## config.mk

```make
export PLATFORM = sky130hd
export DESIGN_NAME = tft_ctrl
export DESIGN_NICKNAME = d
export VERILOG_FILES = /design/src/rtl/tft_ctrl.sv
export SDC_FILE = /design/constraint.sdc
export NUM_CORES = 1
export LEC_CHECK = 0
export ABC_AREA = 0
export CAP_MARGIN = 20
export CORE_UTILIZATION = 42
export DETAILED_ROUTE_END_ITERATION = 12
export GPL_TIMING_DRIVEN = 0
export PLACE_DENSITY = 0.82
export SYNTH_ARGS = -nofsm -noshare
export SYNTH_HDL_FRONTEND = slang
export SYNTH_SLANG_ARGS = --single-unit
export TNS_END_PERCENT = 1
```

## constraint.sdc

```tcl
create_clock -name tft_clk_9m -period 2.3 [get_ports tft_clk_9m]
set_input_delay 0.575 -clock tft_clk_9m [delete_from_list [all_inputs] [get_ports tft_clk_9m]]
set_output_delay 0.575 -clock tft_clk_9m [all_outputs]
set_load 0.01 [all_outputs]
```

## src/rtl/tft_ctrl.sv

```systemverilog
// rtl/tft_ctrl.sv - 480x272 TFT timing controller: sync, data enable, pixel request and data forwarding
module tft_ctrl #(
    parameter logic [9:0] H_SYNC  = 10'd41,
    parameter logic [9:0] H_BACK  = 10'd2,
    parameter logic [9:0] H_VALID = 10'd480,
    parameter logic [9:0] H_FRONT = 10'd2,
    parameter logic [9:0] H_TOTAL = 10'd525,
    parameter logic [9:0] V_SYNC  = 10'd10,
    parameter logic [9:0] V_BACK  = 10'd2,
    parameter logic [9:0] V_VALID = 10'd272,
    parameter logic [9:0] V_FRONT = 10'd2,
    parameter logic [9:0] V_TOTAL = 10'd286
) (
    input  logic        tft_clk_9m,
    input  logic        sys_rst_n,
    input  logic [15:0] pix_data,
    output logic [9:0]  pix_x,
    output logic [9:0]  pix_y,
    output logic [15:0] rgb_tft,
    output logic        hsync,
    output logic        vsync,
    output logic        tft_clk,
    output logic        tft_de,
    output logic        tft_bl,
    output logic        frame_start
);

    // Active window bounds; the request window leads the data window by one
    // clock because the pixel generator registers its output.
    localparam logic [9:0] H_ACT_S = H_SYNC + H_BACK;
    localparam logic [9:0] H_ACT_E = H_SYNC + H_BACK + H_VALID - 10'd1;
    localparam logic [9:0] H_REQ_S = H_ACT_S - 10'd1;
    localparam logic [9:0] H_REQ_E = H_ACT_E - 10'd1;
    localparam logic [9:0] V_ACT_S = V_SYNC + V_BACK;
    localparam logic [9:0] V_ACT_E = V_SYNC + V_BACK + V_VALID - 10'd1;

    logic [9:0] cnt_h_q, cnt_h_d;
    logic [9:0] cnt_v_q, cnt_v_d;
    logic       frame_start_q, frame_start_d;
    logic       line_end;
    logic       frame_end;
    logic       rgb_valid;
    logic       pix_req;
    logic       v_win;

    // Next-state for the raster counters and the frame-start pulse
    always_comb begin
        line_end      = (cnt_h_q == H_TOTAL - 10'd1);
        frame_end     = line_end && (cnt_v_q == V_TOTAL - 10'd1);
        cnt_h_d       = line_end ? 10'd0 : cnt_h_q + 10'd1;
        cnt_v_d       = cnt_v_q;
        if (line_end) begin
            cnt_v_d = frame_end ? 10'd0 : cnt_v_q + 10'd1;
        end
        frame_start_d = frame_end;
    end

    // Raster state registers, cleared asynchronously
    always_ff @(posedge tft_clk_9m or negedge sys_rst_n) begin
        if (!sys_rst_n) begin
            cnt_h_q       <= 10'd0;
            cnt_v_q       <= 10'd0;
            frame_start_q <= 1'b0;
        end else begin
            cnt_h_q       <= cnt_h_d;
            cnt_v_q       <= cnt_v_d;
            frame_start_q <= frame_start_d;
        end
    end

    // Panel-side outputs decoded straight from the counters
    always_comb begin
        v_win       = (cnt_v_q >= V_ACT_S) && (cnt_v_q <= V_ACT_E);
        rgb_valid   = v_win && (cnt_h_q >= H_ACT_S) && (cnt_h_q <= H_ACT_E);
        pix_req     = v_win && (cnt_h_q >= H_REQ_S) && (cnt_h_q <= H_REQ_E);
        hsync       = (cnt_h_q <= H_SYNC - 10'd1);
        vsync       = (cnt_v_q <= V_SYNC - 10'd1);
        pix_x       = pix_req ? (cnt_h_q - H_REQ_S) : 10'h3FF;
        pix_y       = pix_req ? (cnt_v_q - V_ACT_S) : 10'h3FF;
        rgb_tft     = rgb_valid ? pix_data : 16'h0000;
        tft_de      = rgb_valid;
        tft_clk     = tft_clk_9m;
        tft_bl      = sys_rst_n;
        frame_start = frame_start_q;
    end

endmodule

```

==> results.txt, run 1 <==
----------------------------------------------------
[Run status]
  Result of the run ... complete, but fails checks
  Violations in the final reports ... setup timing

[Route]
  Iter 0 DRT Violations ... 108
  Routed vias ... 2149
  Number of nets still failing antenna checks after routing ... 0
  Number of iterations in the first detailed-routing pass ... 4
  Ratio of routed vias to standard cells ... 5.761
  Overall routed net length ... 6459 um
  Remaining routing DRC violations ... 0
  Routed wirelength normalized by instance count ... 17.32 um

[Synth]
  Fraction of the mapped netlist area in adder cells ... 0.08672
  Main combinational cell family by area after synthesis ... simple AND/OR/NAND/NOR gates
  Seq cells post-synth ... 21
  Xor/xnor cell area share of the yosys netlist ... 0.1027
  Synthesized area ... 1876 um^2
  Distinct cell type count of the synthesized netlist ... 46
  Register area share after synthesis ... 0.2802
  Fraction of synthesized area in multiplexers ... 0.005337
  Mean instance size in the synthesized netlist ... 8.373 um^2
  Number of enable-type register cells in the synthesized netlist ... 0
  Post-synthesis cell count ... 224
  Synthesized-area fraction occupied by and/or/nand/nor cells ... 0.3282
  Most instantiated flip-flop cell in the synthesis netlist ... sky130_fd_sc_hd__dfrtp_1
  Syn nets ... 255
  Post-synthesis async set-or-reset flop share ... 1.000
  Total of warnings raised by yosys ... 0
  Post-synthesis compound-gate area fraction ... 0.1241

[Timing]
  Final Skew ... 0.009014 ns
  Fmax ... 353.8 MHz
  Normalized max-slew margin ... 0.2650
  RSZ-0062 raised after global routing ... yes
  Max-slew violation count ... 0
  Final worst setup slack ... -0.5261 ns
  Count of endpoints failing setup in the final report ... 50
  Fin Hold WS ... 0.08858 ns
  Post-route fraction of the period consumed by the critical path ... 1.229
  Clock period minus final worst setup slack ... 2.826 ns
  Transition time of the tightest slew-check pin ... 1.092 ns
  Final Hold Violating Endpoints ... 0

[Hold path]
  Kind of path behind the tightest hold check ... input pin to async pin

[Setup path]
  Required time at the worst-slack endpoint ... 1.73 ns
  Worst R2R Path Depth ... 6
  Critical Path Slowest Stage Cell ... sky130_fd_sc_hd__dfrtp_2
  Origin of the critical flop-to-flop path ... cnt_h_q[8]$_DFF_PN0_
  Register-to-register path setup slack ... -0.27 ns
  CP startpoint kind ... flop
  Maximum fanout encountered on the critical timing path ... 5
  CP max stage delay ... 0.46 ns
  Worst Path Class, Setup ... flop to primary output
  R2r endpoint ... cnt_v_q[3]$_DFFE_PN0N_
  Cells along the critical path ... inv_4 -> ha_4 -> o21bai_1 -> a2111o_1 -> a22oi_2 -> buf_6 -> buf_8 -> o211ai_1 -> buf_2
  Data arrival time of the critical path ... 2.25 ns
  Type of destination of the critical path ... primary output

[Final layout]
  Share of cells above drive strength 1 ... 0.5201
  Synthesis-to-layout area growth ... 80.12%
  Final std cell area, no fill ... 3378 um^2
  Final Net Count ... 355
  Core Util, Final ... 0.8152
  Filler Cell Count ... 255
  ANT cells ... 0

[Floorplanning]
  I/O pin cnt ... 60
  DIE HEIGHT ... 68.83 um
  Die Wd ... 68.83 um
  Die ar. ... 4737 um^2
  Floorplan row count ... 23
  Initial standard-cell utilization of the core ... 0.4526
  Core footprint ... 4144 um^2

[GRT]
  Number of global-route vias before repair ... 1984
  Overflow left after global routing ... 0
  Largest net degree at the start of global routing ... 23
  Global-route wire length before repair ... 9418 um
  Global Route Usage Sum ... 0.2718
  Number of antenna violations at the first check in global routing ... 0

[Clocking]
  Post-CTS Hold Fix Bufs ... 0
  Clock Pin Slew Worst Setup and Hold Paths ... 0.08 ns
  Clock insertion delay at the later pin of the skew report ... 0.37 ns
  Clock tree from TritonCTS ... built

[Power]
  Static leakage ... 1.403 nW
  Peak supply drop ... 594.0 uV
  Final total power ... 859.5 uW
  Pwr Density ... 254.4 nW/um^2

[Place]
  GPL Wtd Cong ... 0.8568
  Post-DP HPWL ... 3731 um
  Count of input and output buffers ... 59
  Placed inst area ... 2819 um^2

[Run]
  MaxCap Viol Count ... 0

----------------------------------------------------
==> critical path: cells and delay by family, from the launching register on <==
kind | cells | cell delay (ns)
buf+inv | 4 | 0.56
flops | 1 | 0.46
compound gates | 4 | 0.73
fa+ha+maj | 1 | 0.14
==> flip-flops by register name, summed over array words and instances (netlist names) <==
name / count
cnt_v_q: 10
frame_start: 1
cnt_h_q: 10
==> power by group <==
part           switching, mW  internal [mW]
clock network          0.165          0.273
logic                 0.0137         0.0393
registers                  0          0.369
==> cells in the final DEF, fill, tap and decap left out, drive strengths merged, types with 2 or more instances in the layout <==
cell type / count
buf: 89
nand3: 27
dfrtp: 21
clkdlybuf4s50: 18
nor4bb: 17
clkbuf: 15
xnor2: 13
ha: 13
a21oi: 11
o21ai: 11
nand2: 10
nor2: 9
xor2: 9
inv: 7
nor3: 6
nand4: 4
and3: 4
and2: 4
a31oi: 3
nor4: 3
nor3b: 3
nor2b: 2
nand2b: 2
or3: 2
a211oi: 2
==> cell families after synthesis <==
group	after synthesis
buffers and inverters	31
flip-flops	21
multiplexers	1
adder cells (fa/ha/maj)	13
XOR/XNOR	22
AND/OR/NAND/NOR	99
AO/OA/AOI/OAI	37
==> worst max path at each step <==
| stage | start | to | cells after the start |
|---|---|---|---|
| after floorplan | cnt_h_q[7]$_DFF_PN0_ | tft_de | 6 |
| after global placement | cnt_v_q[5]$_DFFE_PN0N_ | pix_x[9] | 7 |
| after detailed placement | cnt_v_q[5]$_DFFE_PN0N_ | pix_x[9] | 7 |
| after CTS | cnt_h_q[8]$_DFF_PN0_ | pix_x[9] | 8 |
| after global routing | cnt_h_q[1]$_DFF_PN0_ | pix_x[9] | 9 |
| final | cnt_h_q[1]$_DFF_PN0_ | pix_x[9] | 9 |
==> metal layers <==
layer	up-vias	routed length, um	global-route usage
li1	1006	-	-
met4	0	116	0.08929
met5	-	0	0
met2	115	3312	0.4694
met1	1015	2393	0.3276
met3	13	638	0.06908
==> cell type report <==
| class | instances | area (um^2) | share of cell area |
|---|---|---|---|
| flip-flops and latches | 21 | 539.3 | 0.1596 |
| plain buffers | 16 | 143.9 | 0.04259 |
| repair buffers | 99 | 834.6 | 0.2470 |
| inverters | 7 | 31.28 | 0.009259 |
| clock inverters | 1 | 5.005 | 0.001481 |
| clock buffers | 7 | 90.09 | 0.02667 |
| well taps | 50 | 62.56 | 0.01852 |
| multi-input cells | 172 | 1672 | 0.4948 |
==> Yosys cell counts (2+ instances only) <==
cell	instances	share of area
sky130_fd_sc_hd__nand4_1	4	0.013
sky130_fd_sc_hd__o21ai_0	10	0.027
sky130_fd_sc_hd__xor2_1	9	0.042
sky130_fd_sc_hd__and3_1	4	0.013
sky130_fd_sc_hd__nand3_1	27	0.072
sky130_fd_sc_hd__clkbuf_1	16	0.032
sky130_fd_sc_hd__nor3_1	5	0.013
sky130_fd_sc_hd__dfrtp_1	21	0.28
sky130_fd_sc_hd__ha_1	13	0.087
sky130_fd_sc_hd__or3_1	2	0.0067
sky130_fd_sc_hd__a31oi_1	3	0.010
sky130_fd_sc_hd__nor4bb_1	17	0.091
sky130_fd_sc_hd__nand2_1	10	0.020
sky130_fd_sc_hd__inv_1	7	0.014
sky130_fd_sc_hd__nor2b_1	2	0.0067
sky130_fd_sc_hd__nand2b_1	2	0.0067
sky130_fd_sc_hd__a21oi_1	11	0.029
sky130_fd_sc_hd__and2_1	4	0.013
sky130_fd_sc_hd__nor3b_1	3	0.012
sky130_fd_sc_hd__buf_4	2	0.0080
sky130_fd_sc_hd__nor2_1	9	0.018
sky130_fd_sc_hd__a211oi_1	2	0.0080
sky130_fd_sc_hd__nor4_1	3	0.010
sky130_fd_sc_hd__buf_2	4	0.011
sky130_fd_sc_hd__xnor2_1	13	0.061
==> what timing repair did <==
| item | CTS | global route |
|---|---|---|
| endpoints found under the setup margin | 50 | 54 |
| cloned | 3 | 0 |
| pin swaps | 8 | 13 |
| setup buffers | 27 | 11 |
| resized for setup | 214 | 47 |
| endpoints found under the hold margin | 0 | 0 |
==> stage by stage <==
stage / TNS, ns / cells / setup slack, ns
3_5_place_dp: -29.98 / 333 / -0.9011
6_report: -20.19 / 373 / -0.5261
2_1_floorplan: -0.7645 / 224 / -0.05290
4_1_cts: -20.82 / 365 / -0.6227
3_3_place_gp: -28.00 / 333 / -0.8267
5_1_grt: -23.66 / 373 / -0.6019
(Power assumes the default switching activity.)
==> run 2: changes to the inputs <==
--- a/config.mk
+++ b/config.mk
@@ -7,10 +7,9 @@
 export LEC_CHECK = 0
 export ABC_AREA = 0
 export CAP_MARGIN = 20
-export CORE_UTILIZATION = 42
+export CORE_UTILIZATION = 41
 export DETAILED_ROUTE_END_ITERATION = 12
-export GPL_TIMING_DRIVEN = 0
-export PLACE_DENSITY = 0.82
+export PLACE_DENSITY = 0.8
 export SYNTH_ARGS = -nofsm -noshare
 export SYNTH_HDL_FRONTEND = slang
 export SYNTH_SLANG_ARGS = --single-unit
==> results.txt, run 2 (same netlist as run 1, synthesis figures left out) <==
----------------------------------------------------
[Final layout]
  ANT cells ... 0 (unchanged)
  Core Util, Final ... 0.8191 (+0.003847)
  Final std cell area, no fill ... 3591 um^2 (+6.3%)
  Count of placed standard cells in the final layout, fillers left out ... 405 (+8.6%)
  Leading cell types in the layout, fill and taps excluded ... sky130_fd_sc_hd__buf_4, sky130_fd_sc_hd__buf_2, sky130_fd_sc_hd__dfrtp_1
  Most common cell after layout, fill and taps aside ... sky130_fd_sc_hd__buf_4
  Filler Cell Count ... 254 (-0.39%)
  Final Net Count ... 385 (+8.5%)
  Synthesis-to-layout area growth ... 91.46%
  Share of cells above drive strength 1 ... 0.5212 (+0.001123)

[Route]
  Met2 WL post-DR ... 3925 um (+19%)
  Ratio of routed vias to standard cells ... 5.699 (-1.1%)
  Number of iterations in the first detailed-routing pass ... 4 (unchanged)
  Met1 Routed Length ... 2731 um (+14%)
  Routed length on met3 ... 400 um (-37%)
  Routed vias ... 2308 (+7.4%)
  Overall routed net length ... 7266 um (+12%)
  Number of nets still failing antenna checks after routing ... 0 (unchanged)
  Routed wirelength normalized by instance count ... 17.94 um (+3.6%)
  Remaining routing DRC violations ... 0 (unchanged)
  Uppermost metal layer occupied by signal nets ... met4
  Iter 0 DRT Violations ... 130 (+20%)

[Timing]
  Transition time of the tightest slew-check pin ... 0.3956 ns (-0.6969 ns)
  Final Hold Violating Endpoints ... 0 (unchanged)
  Final Skew ... 0.003293 ns (-0.005721 ns)
  Fin Hold WS ... 0.5387 ns (+0.4501 ns)
  Count of endpoints failing setup in the final report ... 38 (-24%)
  Normalized max-slew margin ... 0.7335 (+0.4685)
  RSZ-0062 raised after global routing ... yes
  Clock period minus final worst setup slack ... 2.886 ns (+0.05991 ns)
  Setup TNS ... -19.92 ns (+0.2728 ns)
  Max-slew violation count ... 0 (unchanged)
  Final worst setup slack ... -0.5860 ns (-0.05991 ns)
  Post-route fraction of the period consumed by the critical path ... 1.255 (+0.02605)
  Fmax ... 346.5 MHz (-2.1%)

[Setup path]
  Required time at the worst-slack endpoint ... 1.73 ns (about the same)
  CP max stage delay ... 0.43 ns (-0.03 ns)
  Worst path most repeated cell ... sky130_fd_sc_hd__buf_4
  Worst Path Class, Setup ... flop to primary output
  Buf/Inv on CP ... 4 (unchanged)
  Kind of cell adding the most delay to the critical path ... compound AO/OA/AOI/OAI gates
  Type of destination of the critical path ... primary output
  Maximum fanout encountered on the critical timing path ... 7 (+2)
  Critical Path Slowest Stage Cell ... sky130_fd_sc_hd__dfrtp_1
  Data arrival time of the critical path ... 2.31 ns (+0.06 ns)
  Cells along the critical path ... buf_4 -> ha_1 -> o21bai_1 -> a2111o_1 -> a22oi_2 -> buf_4 -> buf_12 -> o211ai_1 -> buf_2
  CP startpoint kind ... flop

[GRT]
  Global-route wire length before repair ... 11500 um (+22%)
  Number of global-route vias before repair ... 2345 (+18%)
  Number of antenna violations at the first check in global routing ... 0 (unchanged)
  Global Route Usage Sum ... 0.3003 (+0.02859)
  Overflow left after global routing ... 0 (unchanged)
  Largest net degree at the start of global routing ... 22 (-4.3%)

[Floorplanning]
  Die Wd ... 69.64 um (+1.2%)
  I/O pin cnt ... 60 (unchanged)
  DIE HEIGHT ... 69.64 um (+1.2%)
  Initial standard-cell utilization of the core ... 0.4278 (-0.02480)
  Die ar. ... 4849 um^2 (+2.4%)
  Core footprint ... 4384 um^2 (+5.8%)
  Floorplan row count ... 24 (+4.3%)

[Place]
  Placed cell count ... 376 (+13%)
  Count of input and output buffers ... 59 (unchanged)
  Placed inst area ... 3208 um^2 (+14%)
  GPL Wtd Cong ... 0.8869 (+3.5%)
  Post-DP HPWL ... 4693 um (+26%)

[Run status]
  Violations in the final reports ... setup timing
  Result of the run ... complete, but fails checks

[Power]
  Pwr Density ... 240.0 nW/um^2 (-5.7%)
  Static leakage ... 1.599 nW (+14%)
  Peak supply drop ... 353.9 uV (-40%)

[Run]
  MaxCap Viol Count ... 0 (unchanged)

[Clocking]
  Clock insertion delay at the later pin of the skew report ... 0.38 ns (about the same)
  Clock tree from TritonCTS ... built
  Clock Pin Slew Worst Setup and Hold Paths ... 0.08 ns (about the same)

[Hold path]
  Kind of path behind the tightest hold check ... flop to flop

----------------------------------------------------
run 2: cell types whose count changed in the layout (fill, tap and decap cells not counted), moves of 2 or more:
| cell | previous run | this run |
|---|---|---|
| sky130_fd_sc_hd__buf_12 | 2 | 8 |
| sky130_fd_sc_hd__nand3_2 | 12 | 10 |
| sky130_fd_sc_hd__buf_8 | 5 | 1 |
| sky130_fd_sc_hd__ha_2 | 0 | 3 |
| sky130_fd_sc_hd__nand3_1 | 15 | 17 |
| sky130_fd_sc_hd__dfrtp_1 | 10 | 21 |
| sky130_fd_sc_hd__dfrtp_2 | 11 | 0 |
| sky130_fd_sc_hd__clkbuf_2 | 3 | 0 |
| sky130_fd_sc_hd__inv_2 | 2 | 4 |
| sky130_fd_sc_hd__ha_4 | 5 | 1 |
| sky130_fd_sc_hd__buf_6 | 18 | 15 |
| sky130_fd_sc_hd__buf_4 | 34 | 71 |
| sky130_fd_sc_hd__inv_4 | 2 | 0 |
run 2: worst paths after layout:
path	cells past startpoint	end	from	slack, ns
worst max-delay path	9	pix_x[9]	cnt_h_q[0]$_DFF_PN0_	-0.59
worst min register to register	1	cnt_h_q[0]$_DFF_PN0_	cnt_h_q[0]$_DFF_PN0_	0.54
worst max register to register	6	cnt_v_q[6]$_DFFE_PN0N_	cnt_h_q[7]$_DFF_PN0_	0.12
min in group asynchronous	2	cnt_v_q[0]$_DFFE_PN0N_	sys_rst_n	0.67
max in group asynchronous	2	cnt_v_q[3]$_DFFE_PN0N_	sys_rst_n	1.40
worst min-delay path	1	cnt_h_q[0]$_DFF_PN0_	cnt_h_q[0]$_DFF_PN0_	0.54
run 2: area by class of cell:
type / instances / area [um^2] / share of cell area
Inverter: 7 / 26.28 / 0.007317
Clock buffer: 8 / 100.1 / 0.02787
Tap cell: 52 / 65.06 / 0.01812
Timing Repair Buffer: 145 / 1272 / 0.3544
Multi-Input combinational cell: 172 / 1602 / 0.4460
Sequential cell: 21 / 525.5 / 0.1463
run 2: power breakdown:
part / internal [mW] / switching (mW)
Combinational: 0.0397 / 0.0141
Clock: 0.272 / 0.168
Sequential: 0.369 / 0
run 2: metrics by stage:
stage	power, mW	worst slack [ns]
floorplan	0.4230	-0.05290
global placement	0.4706	-0.4674
detailed placement	0.4710	-0.5932
CTS	0.8629	-0.4985
global route	0.8913	-0.6463
finish	0.8619	-0.5860
run 2: repair_timing:
| action | in CTS | in global routing |
|---|---|---|
| resized for setup | 200 | 10 |
| gates cloned | 2 | 0 |
| hold endpoints to repair | 0 | 0 |
| hold buffers | 0 | 0 |
| pin swaps | 8 | 2 |
| endpoints found under the setup margin | 40 | 40 |
| buffers inserted | 17 | 3 |
run 2: routing by layer:
layer,vias up,GRT usage
li1,1069,-
met1,1137,0.3370
met2,85,0.5588
met3,17,0.04360
met4,0,0.1311
met5,-,0
